===== src/rtl/piso_pkg.sv =====
// Shared definitions for the parallel-in / serial-out serializer.
// The PARITY state exists only when PISO_SERIALIZER_PARITY_EN is defined.
package piso_pkg;

    localparam int PISO_DEFAULT_WIDTH = 8;

    typedef enum logic [1:0] {
        IDLE   = 2'd0,
        SHIFT  = 2'd1
`ifdef PISO_SERIALIZER_PARITY_EN
        ,
        PARITY = 2'd2
`endif
    } piso_state_e;

endpackage


===== src/rtl/piso_serializer.sv =====
// Parallel-in / serial-out serializer, LSB first, with shift_en stall control.
// Optional trailing even-parity bit: define PISO_SERIALIZER_PARITY_EN.
module piso_serializer
    import piso_pkg::*;
#(
    parameter int WIDTH = PISO_DEFAULT_WIDTH
) (
    input  logic             clk,
    input  logic             rst,
    input  logic [WIDTH-1:0] data_in,
    input  logic             load_valid,
    output logic             load_ready,
    input  logic             shift_en,
    output logic             ser_out,
    output logic             ser_valid,
    output logic             ser_last,
    output logic             busy
);

    localparam int CW = $clog2(WIDTH);
    localparam logic [CW-1:0] LAST_IDX = CW'(WIDTH - 1);

    piso_state_e      r_state;
    piso_state_e      w_state_nxt;
    logic [WIDTH-1:0] r_shreg;
    logic [CW-1:0]    r_cnt;
    logic             w_load;
    logic             w_adv;
`ifdef PISO_SERIALIZER_PARITY_EN
    logic             r_par;
`endif

    // Next-state decode and outputs; outputs follow state so an async reset clears them at once.
    always_comb begin
        w_state_nxt = r_state;
        w_load      = 1'b0;
        w_adv       = 1'b0;
        load_ready  = 1'b0;
        busy        = 1'b1;
        ser_out     = 1'b0;
        ser_valid   = 1'b0;
        ser_last    = 1'b0;
        case (r_state)
            IDLE: begin
                load_ready = 1'b1;
                busy       = 1'b0;
                if (load_valid) begin
                    w_load      = 1'b1;
                    w_state_nxt = SHIFT;
                end else begin
                    w_state_nxt = IDLE;
                end
            end
            SHIFT: begin
                ser_out   = r_shreg[0];
                ser_valid = shift_en;
                w_adv     = shift_en;
                if (r_cnt == LAST_IDX) begin
`ifdef PISO_SERIALIZER_PARITY_EN
                    ser_last    = 1'b0;
                    w_state_nxt = shift_en ? PARITY : SHIFT;
`else
                    ser_last    = 1'b1;
                    w_state_nxt = shift_en ? IDLE : SHIFT;
`endif
                end else begin
                    ser_last    = 1'b0;
                    w_state_nxt = SHIFT;
                end
            end
`ifdef PISO_SERIALIZER_PARITY_EN
            PARITY: begin
                ser_out   = r_par;
                ser_valid = shift_en;
                ser_last  = 1'b1;
                if (shift_en) begin
                    w_state_nxt = IDLE;
                end else begin
                    w_state_nxt = PARITY;
                end
            end
`endif
            default: begin
                busy        = 1'b0;
                w_state_nxt = IDLE;
            end
        endcase
    end

    // State, shift register and bit counter; the counter saturates at the last data bit.
    always_ff @(posedge clk or negedge rst) begin
        if (!rst) begin
            r_state <= IDLE;
            r_shreg <= {WIDTH{1'b0}};
            r_cnt   <= {CW{1'b0}};
`ifdef PISO_SERIALIZER_PARITY_EN
            r_par   <= 1'b0;
`endif
        end else begin
            r_state <= w_state_nxt;
            if (w_load) begin
                r_shreg <= data_in;
                r_cnt   <= {CW{1'b0}};
`ifdef PISO_SERIALIZER_PARITY_EN
                r_par   <= ^data_in;
`endif
            end else if (w_adv) begin
                r_shreg <= {1'b0, r_shreg[WIDTH-1:1]};
                if (r_cnt != LAST_IDX) begin
                    r_cnt <= r_cnt + CW'(1);
                end
            end
        end
    end

endmodule


===== config.mk =====
export PLATFORM = sky130hd
export DESIGN_NAME = piso_serializer
export DESIGN_NICKNAME = d
export VERILOG_FILES = /design/src/rtl/piso_pkg.sv /design/src/rtl/piso_serializer.sv
export SDC_FILE = /design/constraint.sdc
export NUM_CORES = 1
export LEC_CHECK = 0
export CAP_MARGIN = 15
export CORE_MARGIN = 5
export CORE_UTILIZATION = 35
export CTS_CLUSTER_SIZE = 16
export DETAILED_ROUTE_END_ITERATION = 6
export HOLD_SLACK_MARGIN = 0.15
export SLEW_MARGIN = 5
export SYNTH_ARGS = -nofsm -noshare
export SYNTH_HDL_FRONTEND = slang
export SYNTH_SLANG_ARGS = --single-unit

===== constraint.sdc =====
create_clock -name clk -period 1.54 [get_ports clk]
set_input_delay 0.385 -clock clk [delete_from_list [all_inputs] [get_ports clk]]
set_output_delay 0.385 -clock clk [all_outputs]
set_load 0.005 [all_outputs]

* Word-level counts from Yosys, hierarchy flattened *
Index checks and enable logic that the tools add are counted.

storage, ports and cells
  bits in registers = 13
  latch bits = 0
  RAM bits = 0
  ROM bits = 0
  input port bits = 12
  output and inout port bits = 5
  memories kept = 0

cells by class
  add/sub/neg operators = 1
  $mul = 0
  div/mod/pow operators = 0
  order comparisons = 0
  equality and inequality tests = 3
  shifts and indexed selects = 0
  muxes and demuxes = 17
  bitwise operators = 0
  reduce and logical (&&, ||, !) cells = 4

operators by type and width
  kind                                                              number
  8-bit two-way mux                                                 2
  1-bit two-way mux                                                 11
  3-bit two-way mux                                                 3
  2-bit one-hot mux with 2 select lines                             1
  2-bit nonzero test                                                2
  3-bit by 1-bit adder with 3-bit output (second input constant)    1
  3-bit == test (second input constant)                             1
  3-bit != test (second input constant)                             1
  2-bit by 1-bit == test with 1-bit output (second input constant)  1
  2-bit logical NOT                                                 1
  2-bit AND reduction                                               1

* Depth between registers and ports, before layout *
Gate-level depths: netlist of the first run.

  depth in word-level cells = 4
  mapped depth = 4
  gate-level depth less buffers = 4

* Worst setup path before layout of the first run *
OpenSTA, ideal clock, no wires.

  path type = reg-to-output
  from = register r_cnt[0]
  to = output ser_last
  data arrival time = 0.936 ns
  data required time = 1.155 ns
  setup slack = 0.219 ns
  stages on the path, launching flop included = 4
  path buffers = 0
  cells stage by stage = dfrtp_1 -> ha_1 -> ha_1 -> and2_1

on the way
  cells in the longest elaborated chain, start to end = 3

ends and longest elaborated chain
  what                      line                    text
  start: declaration        piso_serializer.sv:26   logic [CW-1:0] r_cnt;
  start signal: assignment  piso_serializer.sv:95   r_cnt <= {CW{1'b0}};
  start signal: assignment  piso_serializer.sv:103  r_cnt <= {CW{1'b0}};
  start signal: assignment  piso_serializer.sv:110  r_cnt <= r_cnt + CW'(1);
  3-bit == test             piso_serializer.sv:58   if (r_cnt == LAST_IDX) begin
  1-bit two-way mux         piso_serializer.sv:58
  1-bit two-way mux         piso_serializer.sv:43   case (r_state)
  end: declaration          piso_serializer.sv:16   output logic ser_last,

No other way between the ends.

* Worst setup path after layout of the first run *
  from = register r_cnt[1]
  to = output ser_last

The elaborated chain is that of the path after synthesis.

==> results by group, run 1 <==
Outcome
  – Status: finished with violations
  – Failing checks: setup timing

Yosys
  – Mapped Cells: 61
  – Yosys reg bits: 12
  – Sequential share of the synthesized area: 40.7%
  – Top cells by area, synth: dfrtp_1, mux2i_1, buf_6
  – Syn_nets: 75
  – Post-synth top area cell: dfrtp_1
  – Yosys warnings: 0
  – Cell Area, Synth: 738 sq um
  – Syn Area/Cell: 12.1 sq um
  – Top-area cell type share of the netlist area: 40.7%
  – Yosys cell types: 18

Setup path
  – CP arrival: 1.29 ns
  – CP required: 1.15 ns
  – Crit Path Max Fanout: 2
  – Critical Path End Type: output pin
  – RR Endpoint: r_cnt[2]$_DFFE_PN0P_
  – Setup slack, reg-to-reg: 0.19 ns
  – Startpoint Class: flop
  – FF-to-FF Start: r_cnt[1]$_DFFE_PN0P_
  – Setup CP Type: reg -> out
  – R2R depth: 5

Finish
  – ANT cells: 0
  – Commonest cells after routing, fill and taps aside: mux2i_1, dfrtp_1, clkdlybuf4s50_1, buf_4
  – Syn-to-layout area delta: 39.3%
  – Most common cell after layout, fill and taps aside: mux2i_1
  – Nets: between 100 and 150
  – Fin cells: 115
  – Design area: 0.00103 sq mm
  – Share of layout cells above drive strength 1: 28.4%
  – Fillers: 182

Route
  – Vias: 551
  – Initial DRC count: 5
  – Post-DRT Antenna Nets: 0
  – Residual DRC count: 0
  – Vias per cell: about 4.8
  – Drt total wl: 1530 microns
  – First-pass DRT Iterations: 4
  – WL per Instance: 13.3 microns

Power
  – Pwr Density: 1270 mW/mm^2
  – Comb pwr share: 41.3%
  – P_sw: 402 uW
  – Internal power: 901 uW
  – Peak supply drop: 0.813 mV
  – Switching share of power: 30.9%
  – Clock share of power: 19.2%
  – Sequential power share: 39.5%
  – Leak Pwr: 0.528 nW

Place
  – Port Buffers: 16
  – Area after DPL: 960 sq um
  – Final HPWL DP: roughly 1100 microns
  – Final GP Congestion: 0.754
  – Pre-CTS setup slack: -0.360 ns
  – Placed insts: between 100 and 150

STA
  – Hold slack: ~0.4 ns
  – Final worst slack: -0.132 ns
  – Unrepaired setup endpoints after global routing: true
  – Final Hold Viols: 0
  – Peak Freq: between 500 and 600 MHz
  – Part of the cycle the worst path needs: 109%
  – Post-layout minimum cycle time: 1.67 ns
  – Worst Tran Pin Value: about 0.21 ns
  – Max-slew violation count: 0
  – Slew HR: 85.8%
  – Skew final: 0.000853 ns
  – Setup-failing EPs final: 1

Floorplan
  – Site Rows: 16
  – Die Area: 0.00313 sq mm
  – Number of I/O pins: 17
  – Die height: 55.9 microns
  – Std-Cell Core Area: between 0.0015 and 0.002 sq mm
  – Die Width: 55.9 microns
  – Initial Util: about 37%

Global route
  – GRT overflow: 0
  – First-pass GRT wire length: 2680 microns
  – Largest net degree at the start of global routing: 19
  – GR Util All Layers: approximately 11%
  – Initial antenna violation count: 0
  – Vias in the first global route: 576

Hold path
  – Hold WC Path Type: in -> async

Clock network
  – Clock slew at reported path FFs: 0.08 ns
  – Max Buffers Root-to-Sink: 2
  – CTS tree: built
  – Num Clock Sinks: 12
  – CTS buffer count: 3
  – CTS H-Tree Depth: 1
  – CTS root buffer: clkbuf_4
  – Skew-Pair Late Insertion Delay: 0.27 ns

Flow run
  – Max-cap check violation count: 0
==> stage by stage <==
step | setup TNS (ns) | power (mW) | utilization (%)
global placement | -0.634 | 0.985 | 48.4
CTS | -0.161 | 1.26 | 50.4
global route | -0.180 | 1.42 | 51.9
detailed placement | -0.581 | 1.01 | 48.4
floorplan | 0 | 0.806 | -
finish | -0.132 | 1.30 | 51.9
==> registers in the layout, summed over array words and instances, names as in the netlist <==
| register | cells |
|---|---|
| r_cnt | 3 |
| r_state | 1 |
| r_shreg | 8 |
==> critical path, stage by stage (launching register included) <==
cell and delay, ns:
dfrtp_1 0.40, ha_2 0.20, ha_4 0.16, and2_4 0.15, buf_6 0.11
==> per-layer routing <==
layer  global-route usage, %  share of wire (%)  vias to the layer above
li1                        -                  -                      276
met1                    14.4                 50                      261
met2                    16.4                 45                       12
met3                    2.55                4.1                        2
met4                    6.10               0.52                        0
met5                       0                  0                        -
==> how the worst max path moves through the flow <==
stage | start | cells after the start | endpoint
5_1_grt | r_cnt[1]$_DFFE_PN0P_ | 4 | ser_last
3_3_place_gp | shift_en | 3 | ser_valid
3_5_place_dp | shift_en | 3 | ser_valid
6_report | r_cnt[1]$_DFFE_PN0P_ | 4 | ser_last
2_1_floorplan | r_cnt[0]$_DFFE_PN0P_ | 3 | ser_last
4_1_cts | r_cnt[0]$_DFFE_PN0P_ | 4 | ser_last
==> repair_timing <==
item | CTS | global route
setup buffers | 1 | 2
setup endpoints to repair | 5 | 2
pin swaps | 0 | 1
hold buffers | 0 | 0
resized for setup | 17 | 4
==> power by group through the flow <==
stage | logic [mW] | registers, mW | clock network [mW]
final | 0.537 | 0.515 | 0.251
after global routing | 0.605 | 0.531 | 0.280
after CTS | 0.485 | 0.511 | 0.263
after detailed placement | 0.495 | 0.516 | 0
after global placement | 0.476 | 0.509 | 0
after floorplan | 0.311 | 0.495 | 0
==> cell usage after synthesis <==
cell        n
nand3b_1    1
nand4b_1    2
and2b_2     1
o211ai_1    2
nand4bb_1   1
or3b_1      3
o211ai_2    1
inv_1       1
o21ai_0     1
and2_1      2
buf_6       4
and2_2      1
nor2_1      1
ha_1        2
mux2i_1    22
nand2_1     3
a21oi_1     1
dfrtp_1    12
==> area by class of cell <==
cell class	count	area (sq um)	area share (%)
multi-input combinational	44	407	39.5
clock buffer	4	36.3	3.53
sequential	12	302	29.3
tap	27	33.8	3.28
timing repair buffer	27	246	24.0
inverter	1	3.75	0.365
==> logic make-up after synthesis <==
family,Yosys count,share of synthesized area [%]
AOI/OAI and AO/OA,5,5.08
adders and majority gates,2,3.39
buffers and inverters,5,6.61
DFF,12,40.7
muxes,22,29.8
and+or+nand+nor,15,14.4
(Power assumes the default switching activity.)
==> run 2, diff against run 1 <==
--- a/config.mk
+++ b/config.mk
@@ -6,11 +6,11 @@
 export NUM_CORES = 1
 export LEC_CHECK = 0
 export CAP_MARGIN = 15
-export CORE_MARGIN = 5
 export CORE_UTILIZATION = 35
 export CTS_CLUSTER_SIZE = 16
 export DETAILED_ROUTE_END_ITERATION = 6
 export HOLD_SLACK_MARGIN = 0.15
+export SETUP_SLACK_MARGIN = 0.5
 export SLEW_MARGIN = 5
 export SYNTH_ARGS = -nofsm -noshare
 export SYNTH_HDL_FRONTEND = slang
==> results by group, run 2 (synthesis results as in run 1) <==
Outcome
  – Status: finished with violations
  – Failing checks: setup timing

Route
  – Vias per cell: 4.84
  – Drt total wl: 1710 microns
  – First-pass DRT Iterations: 4
  – Residual DRC count: 0
  – WL per Instance: 13.5 microns
  – Initial DRC count: 2
  – Vias: 615
  – Post-DRT Antenna Nets: 0

Place
  – Port Buffers: 16
  – Area after DPL: 988 sq um
  – Final HPWL DP: a little over 1000 microns
  – Pre-CTS setup slack: -0.356 ns
  – Final GP Congestion: 0.747

STA
  – Setup-failing EPs final: 3
  – Setup TNS: -0.150 ns
  – Skew final: 0.00486 ns
  – Final Hold Viols: 0
  – Final worst slack: -0.113 ns
  – Peak Freq: 605 MHz
  – Slew HR: 87.1%
  – Post-layout minimum cycle time: 1.65 ns
  – Unrepaired setup endpoints after global routing: true
  – Part of the cycle the worst path needs: 107%
  – Worst Tran Pin Value: 0.194 ns
  – Hold slack: 0.414 ns
  – Max-slew violation count: 0

Finish
  – ANT cells: 0
  – Design area: 0.00119 sq mm
  – Most common cell after layout, fill and taps aside: mux2i_1
  – Commonest cells after routing, fill and taps aside: mux2i_1, buf_6, buf_4, dfrtp_1, clkdlybuf4s50_1
  – Largest regs: r_shreg x8, r_cnt x3, r_state x1
  – Biggest register: r_shreg
  – Number of flip-flops in the largest register: 8
  – Syn-to-layout area delta: 61.9%
  – Nets: about 120
  – Share of layout cells above drive strength 1: 43.0%

Global route
  – Largest net degree at the start of global routing: 14
  – GR Util All Layers: between 10% and 20%
  – GRT overflow: 0
  – Vias in the first global route: 587
  – Initial antenna violation count: 0
  – First-pass GRT wire length: around 2700 microns

Setup path
  – Setup CP Type: reg -> out
  – Crit Path Max Fanout: 2
  – CP required: roughly 1.2 ns
  – Startpoint Class: flop
  – Critical Path End Type: output pin
  – CP arrival: 1.27 ns

Clock network
  – CTS H-Tree Depth: 1
  – CTS hold repair buffers: 0
  – CTS buffer count: 3
  – CTS tree: built
  – Max Buffers Root-to-Sink: 2
  – Num Clock Sinks: 12
  – Skew-Pair Late Insertion Delay: between 0.2 and 0.3 ns
  – Clock slew at reported path FFs: 0.08 ns
  – CTS root buffer: clkbuf_4

Floorplan
  – Die Area: 0.00230 sq mm
  – Initial Util: ~37%
  – Site Rows: 16
  – Std-Cell Core Area: between 0.0015 and 0.002 sq mm
  – Number of I/O pins: 17
  – Die Width: 47.9 microns
  – Die height: ~48 microns

Power
  – Peak supply drop: 0.724 mV
  – Pwr Density: 1250 mW/mm^2
  – Pwr Total: 1.49 mW
  – Leak Pwr: 0.617 nW

Hold path
  – Hold WC Path Type: in -> async

Flow run
  – Max-cap check violation count: 0
==> run 2: changes by cell type in the layout (fill, tap and decap cells not counted), moves of 2 or more <==
cell	previous run	this run
buf_6	2	13
and2_4	1	3
buf_4	9	11
dlygate4sd2_1	3	1
==> run 2: final timing paths <==
kind	start	end	slack [ns]	cells after the start
max	r_cnt[1]$_DFFE_PN0P_	ser_last	-0.11	4
min	rst	r_cnt[2]$_DFFE_PN0P_	0.41	2
max in group asynchronous	rst	r_state[0]$_DFF_PN0_	0.95	2
min reg2reg	r_shreg[7]$_DFFE_PN0P_	r_shreg[7]$_DFFE_PN0P_	0.57	2
max reg2reg	r_cnt[1]$_DFFE_PN0P_	r_cnt[2]$_DFFE_PN0P_	0	7
min in group clk	r_shreg[7]$_DFFE_PN0P_	r_shreg[7]$_DFFE_PN0P_	0.57	2
==> run 2: repair_timing <==
action | 4_1_cts | 5_1_grt
resized for setup | 33 | 7
gates cloned | 1 | 0
pin swaps | 5 | 3
buffers inserted | 9 | 4
endpoints found under the setup margin | 17 | 15
==> run 2: critical path: stages, from the launching register on <==
cell and delay [ns]:
dfrtp_1 0.40, ha_2 0.21, ha_4 0.16, and2_4 0.13
buf_6 0.11
==> run 2: final cells by class <==
| cell class | count | area (sq um) |
|---|---|---|
| inverter | 1 | 3.75 |
| tap | 27 | 33.8 |
| multi-input combinational | 44 | 414 |
| clock buffer | 4 | 36.3 |
| timing repair buffer | 39 | 405 |
| fill | 165 | 787 |
| sequential | 12 | 302 |
==> run 2: through the flow <==
stage | utilization [%] | std cells
floorplan | - | 61
global placement | 49.9 | 109
detailed placement | 49.9 | 109
CTS | 58.1 | 123
global route | 60.3 | 127
finish | 60.3 | 127
==> run 2: metal layers <==
layer	global-route usage (%)	share of wire [%]	vias to the layer above
met5	0	0	-
met4	5.00	0.76	0
met3	2.26	2.9	2
met2	28.4	48	11
met1	24.4	48	300
li1	-	-	302
==> run 2: power by group <==
| group | leakage [nW] | switching [mW] | internal (mW) |
|---|---|---|---|
| Clock | 0.0210 | 0.111 | 0.143 |
| Combinational | 0.441 | 0.248 | 0.467 |
| Sequential | 0.155 | 0.0950 | 0.426 |
| Total | 0.617 | 0.454 | 1.04 |
==> run 3, diff against run 2 <==
--- a/config.mk
+++ b/config.mk
@@ -10,6 +10,7 @@
 export CTS_CLUSTER_SIZE = 16
 export DETAILED_ROUTE_END_ITERATION = 6
 export HOLD_SLACK_MARGIN = 0.15
+export MAX_ROUTING_LAYER = met4
 export SETUP_SLACK_MARGIN = 0.5
 export SLEW_MARGIN = 5
 export SYNTH_ARGS = -nofsm -noshare
==> results by group, run 3 (synthesis results as in run 1) <==
Setup path
  – Delay-heaviest family, CP: flip-flops
  – Crit Path Max Fanout: 2
  – Worst Path Buf+Inv: 1
  – CP max-delay cell: dfrtp_1
  – CP required: between 1 and 1.5 ns
  – Crit path launch: r_cnt[1]$_DFFE_PN0P_
  – FF-to-FF Start: r_cnt[1]$_DFFE_PN0P_
  – Setup CP Type: reg -> out
  – CP arrival: 1.27 ns
  – Setup slack, reg-to-reg: 0 ns
  – Critical Path End Type: output pin
  – Crit path to: ser_last
  – R2R depth: 7
  – RR Endpoint: r_cnt[2]$_DFFE_PN0P_
  – Worst-path cell chain: ha_2, ha_4, and2_4, buf_6
  – Critical Path Stages: 4
  – Slowest Stage Delay on Critical Path: around 0.4 ns
  – Startpoint Class: flop

Power
  – Peak supply drop: slightly above 0.7 mV
  – Leak Pwr: roughly 0.6 nW
  – Pwr Density: 1250 mW/mm^2

Global route
  – GR Util All Layers: a little under a fifth
  – GRT overflow: 0
  – First-pass GRT wire length: ~2700 microns
  – Vias in the first global route: roughly 590
  – Met1 usage: 24.4%
  – GRT met2 Usage: 28.4%
  – Initial antenna violation count: 0
  – Busiest grt layer: met2
  – GR Util met3: 2.26%
  – Largest net degree at the start of global routing: 14

Clock network
  – CTS buffer count: 3
  – Num Clock Sinks: 12
  – Skew-Pair Late Insertion Delay: 0.27 ns
  – Clock slew at reported path FFs: 0.08 ns
  – CTS hold repair buffers: 0
  – CTS tree: built
  – CTS root buffer: clkbuf_4
  – Max Buffers Root-to-Sink: 2
  – CTS H-Tree Depth: 1

Route
  – WL per Instance: around 13 microns
  – Vias: 615
  – Vias per cell: approximately 4.8
  – First-pass DRT Iterations: 4
  – Post-DRT Antenna Nets: 0
  – Initial DRC count: 2
  – Residual DRC count: 0
  – Drt total wl: 1710 microns

Floorplan
  – Die height: ~48 microns
  – Die Area: roughly 0.0023 sq mm
  – Site Rows: 16
  – Die Width: 47.9 microns
  – Initial Util: 37.2%
  – Number of I/O pins: 17
  – Std-Cell Core Area: 0.00198 sq mm

STA
  – Max-slew violation count: 0
  – Setup TNS: -0.150 ns
  – Peak Freq: 605 MHz
  – Slew HR: 87.1%
  – Unrepaired setup endpoints after global routing: true
  – Part of the cycle the worst path needs: 107%
  – Final Hold Viols: 0
  – Hold slack: 0.414 ns
  – Final worst slack: -0.113 ns
  – Worst Tran Pin Value: 0.194 ns
  – Post-layout minimum cycle time: 1.65 ns
  – Skew final: 0.00485 ns
  – Setup-failing EPs final: 3

Finish
  – Syn-to-layout area delta: 61.9%
  – ANT cells: 0
  – Fin cells: 127
  – Largest regs: r_shreg x8, r_cnt x3, r_state x1
  – Biggest register: r_shreg
  – Share of layout cells above drive strength 1: 43.0%
  – Commonest cells after routing, fill and taps aside: mux2i_1, buf_6, buf_4, dfrtp_1, clkdlybuf4s50_1
  – Nets: 115
  – Design area: 0.00119 sq mm
  – Most common cell after layout, fill and taps aside: mux2i_1
  – Number of flip-flops in the largest register: 8

Place
  – Pre-CTS setup slack: -0.356 ns
  – Port Buffers: 16
  – Placed insts: 109
  – Final GP Congestion: between 0.7 and 0.8
  – Final HPWL DP: 1030 microns
  – Area after DPL: slightly below 0.001 sq mm

Hold path
  – Hold WC Path Type: in -> async

Outcome
  – Failing checks: setup timing
  – Status: finished with violations

Flow run
  – Max-cap check violation count: 0
run 3: cell counts in the layout (fill, tap and decap cells not counted):
Identical to the previous run, type by type.
run 3: worst min-delay path by stage:
stage	to	cells after the start	slack [ns]	start
3_3_place_gp	r_shreg[7]$_DFFE_PN0P_	2	0.52	r_shreg[7]$_DFFE_PN0P_
4_1_cts	r_cnt[2]$_DFFE_PN0P_	2	0.42	rst
2_1_floorplan	r_cnt[0]$_DFFE_PN0P_	0	0.09	rst
6_report	r_cnt[2]$_DFFE_PN0P_	2	0.41	rst
5_1_grt	r_shreg[6]$_DFFE_PN0P_	2	0.43	rst
3_5_place_dp	r_shreg[7]$_DFFE_PN0P_	2	0.53	r_shreg[7]$_DFFE_PN0P_
run 3: cell type report:
cell class              count  area (sq um)
inverters                   1          3.75
repair buffers             39           405
clock buffers               4          36.3
well taps                  27          33.8
fillers                   165           787
flip-flops and latches     12           302
multi-input cells          44           414
run 3: power breakdown:
| group | total [mW] | switching, mW | leakage (nW) | internal [mW] |
|---|---|---|---|---|
| sequential | 0.521 | 0.0950 | 0.155 | 0.426 |
| combinational | 0.715 | 0.248 | 0.441 | 0.467 |
| clock | 0.255 | 0.111 | 0.0210 | 0.143 |
run 3: repair_timing:
action	in CTS	in global routing
pin swaps	5	3
resized for setup	33	7
setup buffers	9	4
setup endpoints to repair	17	15
gates cloned	1	0
run 3: through the flow:
stage	utilization [%]	total power, mW
after floorplan	-	0.848
after global placement	49.9	1.04
after detailed placement	49.9	1.07
after CTS	58.1	1.43
after global routing	60.3	1.59
final	60.3	1.49
run 3: layer usage:
metal	up-vias	wire, microns	share of wire [%]
met2	11	828	48
li1	302	-	-
met5	-	0	0
met4	0	13	0.76
met1	300	822	48
met3	2	49	2.9
